[config.mk]
export PLATFORM = sky130hd
export DESIGN_NAME = mpram_wr_arbiter_flat
export DESIGN_NICKNAME = d
export VERILOG_FILES = /design/src/rtl/multiport_ram_pkg.sv /design/src/rtl/mpram_wr_arbiter_if.sv /design/src/rtl/rr_pick.sv /design/src/rtl/mpram_wr_arbiter.sv /design/src/flat_wrapper.sv
export SDC_FILE = /design/constraint.sdc
export NUM_CORES = 1
export LEC_CHECK = 0
export BUFFER_PORTS_ARGS = -buffer_cell sky130_fd_sc_hd__buf_2
export CORE_MARGIN = 2
export CORE_UTILIZATION = 48
export CTS_CLUSTER_SIZE = 16
export DETAILED_ROUTE_END_ITERATION = 7
export MAX_ROUTING_LAYER = met4
export PLACE_DENSITY = 0.81
export SLEW_MARGIN = 10
export SYNTH_ARGS = -nofsm -noshare
export SYNTH_HDL_FRONTEND = slang
export SYNTH_SLANG_ARGS = --single-unit
[constraint.sdc]
create_clock -name clk_i -period 3.9 [get_ports clk_i]
set_input_delay 0.195 -clock clk_i [delete_from_list [all_inputs] [get_ports clk_i]]
set_output_delay 0.195 -clock clk_i [all_outputs]
set_load 0.01 [all_outputs]
[src/rtl/multiport_ram_pkg.sv]
// Shared definitions for the multi-port RAM and its write arbiter.
// Contents:
//   index_width() - address/pointer width for a given entry count (minimum 1)
//   wr_req_t      - one write request (addr, data, valid), sized for the widest
//                   configuration; narrower users zero-extend into it.
package multiport_ram_pkg;

    localparam int unsigned LP_MAX_INDEX_WIDTH = 16;
    localparam int unsigned LP_MAX_MEM_WIDTH   = 128;

    function automatic int unsigned index_width(input int unsigned depth);
        return (depth > 1) ? $clog2(depth) : 1;
    endfunction

    typedef struct packed {
        logic [LP_MAX_INDEX_WIDTH-1:0] addr;
        logic [LP_MAX_MEM_WIDTH-1:0]   data;
        logic                          valid;
    } wr_req_t;

endpackage

[src/rtl/mpram_wr_arbiter_if.sv]
// Bus between the write requesters, the write arbiter and the RAM write ports.
// Signals:
//   req_valid_i / req_addr_i / req_data_i - per-requester write request
//   req_ready_o                           - per-requester grant
//   wra_* / wrb_*                         - registered RAM write ports A and B
// Modports: master = requester/RAM side, slave = arbiter.
interface mpram_wr_arbiter_if
    import multiport_ram_pkg::*;
#(
    parameter int unsigned P_NUM_REQ   = 4,
    parameter int unsigned P_MEM_DEPTH = 16,
    parameter int unsigned P_MEM_WIDTH = 32
);
    localparam int unsigned LP_INDEX_WIDTH = index_width(P_MEM_DEPTH);

    logic [P_NUM_REQ-1:0]                     req_valid_i;
    logic [P_NUM_REQ-1:0][LP_INDEX_WIDTH-1:0] req_addr_i;
    logic [P_NUM_REQ-1:0][P_MEM_WIDTH-1:0]    req_data_i;
    logic [P_NUM_REQ-1:0]                     req_ready_o;

    logic [LP_INDEX_WIDTH-1:0] wra_addr_o;
    logic [P_MEM_WIDTH-1:0]    wra_data_o;
    logic                      wra_valid_o;
    logic [LP_INDEX_WIDTH-1:0] wrb_addr_o;
    logic [P_MEM_WIDTH-1:0]    wrb_data_o;
    logic                      wrb_valid_o;

    modport master (
        output req_valid_i, req_addr_i, req_data_i,
        input  req_ready_o,
        input  wra_addr_o, wra_data_o, wra_valid_o,
        input  wrb_addr_o, wrb_data_o, wrb_valid_o
    );

    modport slave (
        input  req_valid_i, req_addr_i, req_data_i,
        output req_ready_o,
        output wra_addr_o, wra_data_o, wra_valid_o,
        output wrb_addr_o, wrb_data_o, wrb_valid_o
    );

endinterface

[src/rtl/rr_pick.sv]
// Round-robin picker: returns the first request, searching upward from start
// and wrapping, that is not masked.
// Ports:
//   req   - request vector
//   start - index where the search begins (must be < P_NUM_REQ)
//   mask  - requests to skip
//   grant - one-hot pick (all zero when nothing eligible)
//   found - a pick was made
module rr_pick #(
    parameter int unsigned P_NUM_REQ   = 4,
    parameter int unsigned P_PTR_WIDTH = 2
) (
    input  logic [P_NUM_REQ-1:0]   req,
    input  logic [P_PTR_WIDTH-1:0] start,
    input  logic [P_NUM_REQ-1:0]   mask,
    output logic [P_NUM_REQ-1:0]   grant,
    output logic                   found
);

    logic [P_NUM_REQ-1:0]   eligible;
    logic [P_NUM_REQ-1:0]   rot;
    logic [P_NUM_REQ-1:0]   first;
    logic [2*P_NUM_REQ-1:0] rot_grant;

    assign eligible = req & ~mask;

    always_comb begin
        // Rotate so the start index sits at bit 0, pick the lowest set bit,
        // then rotate the pick back into place.
        rot   = P_NUM_REQ'({eligible, eligible} >> start);
        first = '0;
        found = 1'b0;
        for (int i = 0; i < P_NUM_REQ; i++) begin
            if (rot[i] && !found) begin
                first[i] = 1'b1;
                found    = 1'b1;
            end
        end
        rot_grant = {{P_NUM_REQ{1'b0}}, first} << start;
        grant     = rot_grant[P_NUM_REQ-1:0] | rot_grant[2*P_NUM_REQ-1:P_NUM_REQ];
    end

endmodule

[src/rtl/mpram_wr_arbiter.sv]
// Write arbiter for a two-write-port RAM. Grants up to two requesters per
// cycle in round-robin order; the second grant never targets the address of
// the first. Granted writes appear on port A / port B one cycle later.
// Ports:
//   clk_i   - clock, all state on rising edge
//   rst_ni  - asynchronous active-low reset
//   stall_i - downstream hold; no grants while high
//   bus     - requester handshake and RAM write ports (slave side)
module mpram_wr_arbiter
    import multiport_ram_pkg::*;
#(
    parameter int unsigned P_NUM_REQ   = 4,
    parameter int unsigned P_MEM_DEPTH = 16,
    parameter int unsigned P_MEM_WIDTH = 32
) (
    input logic               clk_i,
    input logic               rst_ni,
    input logic               stall_i,
    mpram_wr_arbiter_if.slave bus
);

    localparam int unsigned LP_INDEX_WIDTH = index_width(P_MEM_DEPTH);
    localparam int unsigned LP_PTR_WIDTH   = index_width(P_NUM_REQ);

    logic [LP_PTR_WIDTH-1:0]   rr_ptr_q, rr_ptr_d;
    logic [P_NUM_REQ-1:0]      grant_a, grant_b, mask_b;
    logic                      found_a, found_b, hold, fire_a, fire_b;
    logic [LP_INDEX_WIDTH-1:0] addr_a, addr_b;
    logic [P_MEM_WIDTH-1:0]    data_a, data_b;
    logic [LP_PTR_WIDTH-1:0]   idx_a, idx_b, last_idx;
    wr_req_t                   port_a_q, port_a_d, port_b_q, port_b_d;

    rr_pick #(
        .P_NUM_REQ  (P_NUM_REQ),
        .P_PTR_WIDTH(LP_PTR_WIDTH)
    ) u_pick_a (
        .req  (bus.req_valid_i),
        .start(rr_ptr_q),
        .mask ('0),
        .grant(grant_a),
        .found(found_a)
    );

    rr_pick #(
        .P_NUM_REQ  (P_NUM_REQ),
        .P_PTR_WIDTH(LP_PTR_WIDTH)
    ) u_pick_b (
        .req  (bus.req_valid_i),
        .start(rr_ptr_q),
        .mask (mask_b),
        .grant(grant_b),
        .found(found_b)
    );

    // Grant A selection; mask for B is every valid requester sharing grant A's
    // address, which includes grant A itself.
    always_comb begin
        addr_a = '0;
        data_a = '0;
        idx_a  = '0;
        mask_b = '0;
        for (int i = 0; i < P_NUM_REQ; i++) begin
            if (grant_a[i]) begin
                addr_a = bus.req_addr_i[i];
                data_a = bus.req_data_i[i];
                idx_a  = LP_PTR_WIDTH'(i);
            end
        end
        for (int i = 0; i < P_NUM_REQ; i++) begin
            mask_b[i] = found_a && bus.req_valid_i[i] && (bus.req_addr_i[i] == addr_a);
        end
    end

    // Kept apart from the grant A block: B depends on mask_b.
    always_comb begin
        addr_b = '0;
        data_b = '0;
        idx_b  = '0;
        for (int i = 0; i < P_NUM_REQ; i++) begin
            if (grant_b[i]) begin
                addr_b = bus.req_addr_i[i];
                data_b = bus.req_data_i[i];
                idx_b  = LP_PTR_WIDTH'(i);
            end
        end
    end

    // Reset also blocks grants so nothing is accepted while rst_ni is low.
    assign hold            = stall_i | ~rst_ni;
    assign fire_a          = found_a & ~hold;
    assign fire_b          = found_b & ~hold;
    assign bus.req_ready_o = hold ? '0 : (grant_a | grant_b);

    always_comb begin
        // B is always later in search order than A, so it is the last grant.
        last_idx = found_b ? idx_b : idx_a;
        rr_ptr_d = rr_ptr_q;
        if (fire_a) begin
            rr_ptr_d = (32'(last_idx) == P_NUM_REQ - 1) ? '0 : last_idx + LP_PTR_WIDTH'(1);
        end
    end

    always_comb begin
        port_a_d       = port_a_q;
        port_a_d.valid = fire_a;
        if (fire_a) begin
            port_a_d.addr = LP_MAX_INDEX_WIDTH'(addr_a);
            port_a_d.data = LP_MAX_MEM_WIDTH'(data_a);
        end
        port_b_d       = port_b_q;
        port_b_d.valid = fire_b;
        if (fire_b) begin
            port_b_d.addr = LP_MAX_INDEX_WIDTH'(addr_b);
            port_b_d.data = LP_MAX_MEM_WIDTH'(data_b);
        end
    end

    always_ff @(posedge clk_i or negedge rst_ni) begin
        if (!rst_ni) begin
            rr_ptr_q <= '0;
            port_a_q <= '0;
            port_b_q <= '0;
        end else begin
            rr_ptr_q <= rr_ptr_d;
            port_a_q <= port_a_d;
            port_b_q <= port_b_d;
        end
    end

    assign bus.wra_addr_o  = LP_INDEX_WIDTH'(port_a_q.addr);
    assign bus.wra_data_o  = P_MEM_WIDTH'(port_a_q.data);
    assign bus.wra_valid_o = port_a_q.valid;
    assign bus.wrb_addr_o  = LP_INDEX_WIDTH'(port_b_q.addr);
    assign bus.wrb_data_o  = P_MEM_WIDTH'(port_b_q.data);
    assign bus.wrb_valid_o = port_b_q.valid;

endmodule

[src/flat_wrapper.sv]
// flat-port wrapper written by rule: the top's interface ports become plain ports
module mpram_wr_arbiter_flat import multiport_ram_pkg::*;
#(
    parameter int unsigned P_NUM_REQ   = 4,
    parameter int unsigned P_MEM_DEPTH = 16,
    parameter int unsigned P_MEM_WIDTH = 32
)
  (clk_i, rst_ni, stall_i, bus_req_valid_i, bus_req_addr_i, bus_req_data_i, bus_req_ready_o, bus_wra_addr_o, bus_wra_data_o, bus_wra_valid_o, bus_wrb_addr_o, bus_wrb_data_o, bus_wrb_valid_o);
  mpram_wr_arbiter_if #(.P_NUM_REQ(P_NUM_REQ), .P_MEM_DEPTH(P_MEM_DEPTH), .P_MEM_WIDTH(P_MEM_WIDTH)) bus_i ();
  input logic clk_i;
  input logic rst_ni;
  input logic stall_i;
  input wire logic [$bits(bus_i.req_valid_i)-1:0] bus_req_valid_i;
  input wire logic [$bits(bus_i.req_addr_i)-1:0] bus_req_addr_i;
  input wire logic [$bits(bus_i.req_data_i)-1:0] bus_req_data_i;
  output wire logic [$bits(bus_i.req_ready_o)-1:0] bus_req_ready_o;
  output wire logic [$bits(bus_i.wra_addr_o)-1:0] bus_wra_addr_o;
  output wire logic [$bits(bus_i.wra_data_o)-1:0] bus_wra_data_o;
  output wire logic [$bits(bus_i.wra_valid_o)-1:0] bus_wra_valid_o;
  output wire logic [$bits(bus_i.wrb_addr_o)-1:0] bus_wrb_addr_o;
  output wire logic [$bits(bus_i.wrb_data_o)-1:0] bus_wrb_data_o;
  output wire logic [$bits(bus_i.wrb_valid_o)-1:0] bus_wrb_valid_o;
  assign bus_i.req_valid_i = bus_req_valid_i;
  assign bus_i.req_addr_i = bus_req_addr_i;
  assign bus_i.req_data_i = bus_req_data_i;
  assign bus_req_ready_o = bus_i.req_ready_o;
  assign bus_wra_addr_o = bus_i.wra_addr_o;
  assign bus_wra_data_o = bus_i.wra_data_o;
  assign bus_wra_valid_o = bus_i.wra_valid_o;
  assign bus_wrb_addr_o = bus_i.wrb_addr_o;
  assign bus_wrb_data_o = bus_i.wrb_data_o;
  assign bus_wrb_valid_o = bus_i.wrb_valid_o;
  mpram_wr_arbiter #(.P_NUM_REQ(P_NUM_REQ), .P_MEM_DEPTH(P_MEM_DEPTH), .P_MEM_WIDTH(P_MEM_WIDTH)) u_core (.clk_i(clk_i), .rst_ni(rst_ni), .stall_i(stall_i), .bus(bus_i));
endmodule
==> results.ini <==
[status]
run_status=finished, violations left
violations_in_the_final_reports=DRC

[worst_setup_path]
worst_setup_path_end_kind=output port
crit_required_ns=3.70
crit_chain=nand2b_1, a21boi_4, buf_4, a32oi_4, or3_1, o311ai_1, o41a_1, or3_1, o211a_1, a21oi_1, buf_2
path_buf_inv=2
critPathLaunchType=register
worst_ep_arrival_time_ns=3.61
cpLargestDelayFamily=compound AO/OA/AOI/OAI gates
cp_max_fo=14
critical-path-slowest-cell=dfrtp_2
slowest_stage_delay_on_critical_path_ns=0.56
path_common_cell=or3_1
startpoint_to_endpoint_class_of_the_critical_path=register to output port

[synthesis]
postSynth.topFlopCell=dfrtp_1
synth_area_per_cell_um2=8.837
synth_top_area_share=0.3736
asr_flop_ratio_synth=1.000
synth_seq_area_share=0.3736
synth_area_leader_cell=dfrtp_1
ys_types=71
yosys_register_bits=76
netlist_top_cells_area=dfrtp_1, a222oi_1, nand2_1
syn-num-nets=727
syn-cell-area_mm2=0.005090
synthCells=576
synth_edf_count=0
yosysWarningCount=0

[job]
timing.max_cap.violations=0

[clocking]
tritoncts_clock_tree=yes
worst_setup_hold_path_clk_slew_ns=0.09
clock_buffers_created_by_tritoncts=9
max-clock-path-buffers=2
clock_sinks=76
clock_insertion_delay_worst_skew_ns=0.37
cts_root_buf=clkbuf_8
ctsHtreeMaxLevel=3
holdBufCountCts=0

[place]
dp.final_hpwl_um=14430
weighted_congestion_at_the_end_of_routability_driven_global_placement=1.025
portBuffers=228

[power]
p_seq_frac=0.298
cellPowerDensity_mw_per_mm2=626.5
ir_worst_vdd_uv=279.9
power.internal_mw=2.340
power_frac_clock=0.164
combinationalPowerShare=0.538
power.total_mw=4.210
p_leak_nw=3.011
switchingPower_mw=1.870
switching_share=0.4442

[timing]
final.setup.tns_ns=0
final.setup_skew_ns=0.005722
final_period_util=0.9749
max_slew.worst_pin.slew_ns=0.9811
timing.max_slew.rel_slack=0.3459
post_route_minimum_period_ns=3.802
maximum_clock_frequency_ghz=0.2630
timing.final.setup_violations=0
final-hold-violation-count=0
count_of_pins_over_their_slew_limit=0
setup_repair_after_global_routing_missed_its_margin=no

[hold_path]
worstHoldPathType=input pin to register

[floorplan]
row_count=37
ioPinCount=229
floorplan.die.height_um=107.0
floorplan.core_area_mm2=0.01032
start_util=0.4930
chipWidth_um=107.0
fp.dieArea_mm2=0.01144

[global_routing]
global_route.overflow_total=0
gr-usage-all-layers=0.3594
vias_in_the_first_global_route=6128
grt_first_pass_wirelength_um=31240
antenna_found_initial=0
grt_max_degree=78

[drt]
drt_first_pass_iters=8
post-route-drc-count=5
post_drt_via_cell_ratio=6.684
wl_per_cell_um=21.73
iter_0_drt_violations=827
route.vias.total=6270
drt.antenna.violating_nets=0
routed_wirelength_um=20390

[finish]
final_layout_net_count=948
syn2layout_area_growth_pct=32.03
drive_above_1_share=0.3803
layout_commonest_cell=buf_2
num_antenna_cells=0
finish.utilization=0.6510
layout_common_cells=buf_2, dfrtp_1, nand2_1, nor2_1, a31oi_1

==> metal layers <==
layer,vias up,global-route usage,share of wire
li1,2747,-,-
met1,2948,0.4378,0.38
met2,492,0.5783,0.49
met3,83,0.06626,0.096
met4,0,0.1725,0.040
met5,-,-,0
==> repair_timing <==
action                     in CTS  in global routing
setup buffers                   0                  4
resized for setup               2                  9
setup endpoints to repair       4                  7
pin swaps                       0                  3
==> sequential cells by signal (all words and copies together) (netlist names) <==
name	flops
u_core.bus.wra_data_o	32
u_core.bus.wrb_valid_o	1
u_core.rr_ptr_q	2
u_core.bus.wra_valid_o	1
u_core.bus.wrb_addr_o	4
u_core.bus.wrb_data_o	32
u_core.bus.wra_addr_o	4
==> worst paths after layout <==
check	startpoint	endpoint	slack, ns	depth (start not counted)
min	bus_req_data_i[87]	u_core.bus.wra_data_o[23]$_DFFE_PN0P_	0.08	3
min in group asynchronous	rst_ni	u_core.bus.wra_data_o[1]$_DFFE_PN0P_	0.09	2
max reg2reg	u_core.rr_ptr_q[1]$_DFFE_PN0P_	u_core.bus.wrb_data_o[28]$_DFFE_PN0P_	0.27	11
max	u_core.rr_ptr_q[1]$_DFFE_PN0P_	bus_req_ready_o[3]	0.1	11
max in group asynchronous	rst_ni	u_core.rr_ptr_q[1]$_DFFE_PN0P_	3.15	2
min reg2reg	u_core.bus.wra_addr_o[2]$_DFFE_PN0P_	u_core.bus.wra_addr_o[2]$_DFFE_PN0P_	0.47	2
==> final cells by class <==
class | count | area [um^2]
clock inverters | 6 | 86.33
clock buffers | 10 | 127.6
multi-input cells | 441 | 2990
inverters | 10 | 37.54
flip-flops and latches | 76 | 1903
well taps | 136 | 170.2
fillers | 888 | 3603
repair buffers | 259 | 1405
==> logic make-up after synthesis <==
group / count (synthesis) / share of synthesized area
buf+inv: 59 / 0.05162
simple gates: 178 / 0.1664
flops: 76 / 0.3736
compound gates: 261 / 0.4049
xor+xnor: 2 / 0.003442
==> worst reg2reg max path, cell delays in order, from the launching register on <==
cell	delay, ns
dfrtp_2	0.56
inv_2	0.13
o311ai_4	0.36
and3_2	0.32
nor3_4	0.09
o32ai_1	0.60
o31ai_4	0.22
nand2_2	0.22
o21ai_4	0.12
inv_2	0.54
o21ai_0	0.25
o21ai_1	0.17
==> synth_stat cells (6+ instances only) <==
library cell,instances
a221oi_1,16
o21ai_0,24
a22oi_1,20
a22o_1,20
nand2_1,65
a222oi_1,32
nand4_1,6
inv_1,8
clkbuf_1,31
a21oi_1,21
a211oi_1,22
dfrtp_1,76
nor2_1,63
a31oi_1,34
o21ai_1,21
buf_2,12
==> through the flow <==
step	hold slack (ns)	std cells	cell area [um^2]	worst slack (ns)
after global placement	0.4477	918	6416	0.2506
after floorplan	-0.1006	576	5090	0.6934
after detailed placement	0.4563	918	6416	0.1112
after global routing	0.07655	938	6720	0.006990
final	0.08121	938	6720	0.09793
after CTS	0.07263	934	6643	0.04183
==> power groups by stage <==
| stage | combinational [mW] | clock [mW] | sequential [mW] |
|---|---|---|---|
| 2_1_floorplan | 1.23 | 0 | 1.36 |
| 3_3_place_gp | 2.15 | 0 | 1.25 |
| 3_5_place_dp | 2.18 | 0 | 1.25 |
| 4_1_cts | 2.19 | 0.693 | 1.25 |
| 5_1_grt | 2.43 | 0.730 | 1.29 |
| 6_report | 2.26 | 0.692 | 1.25 |
Note: power is estimated with default switching activity, not from simulation.
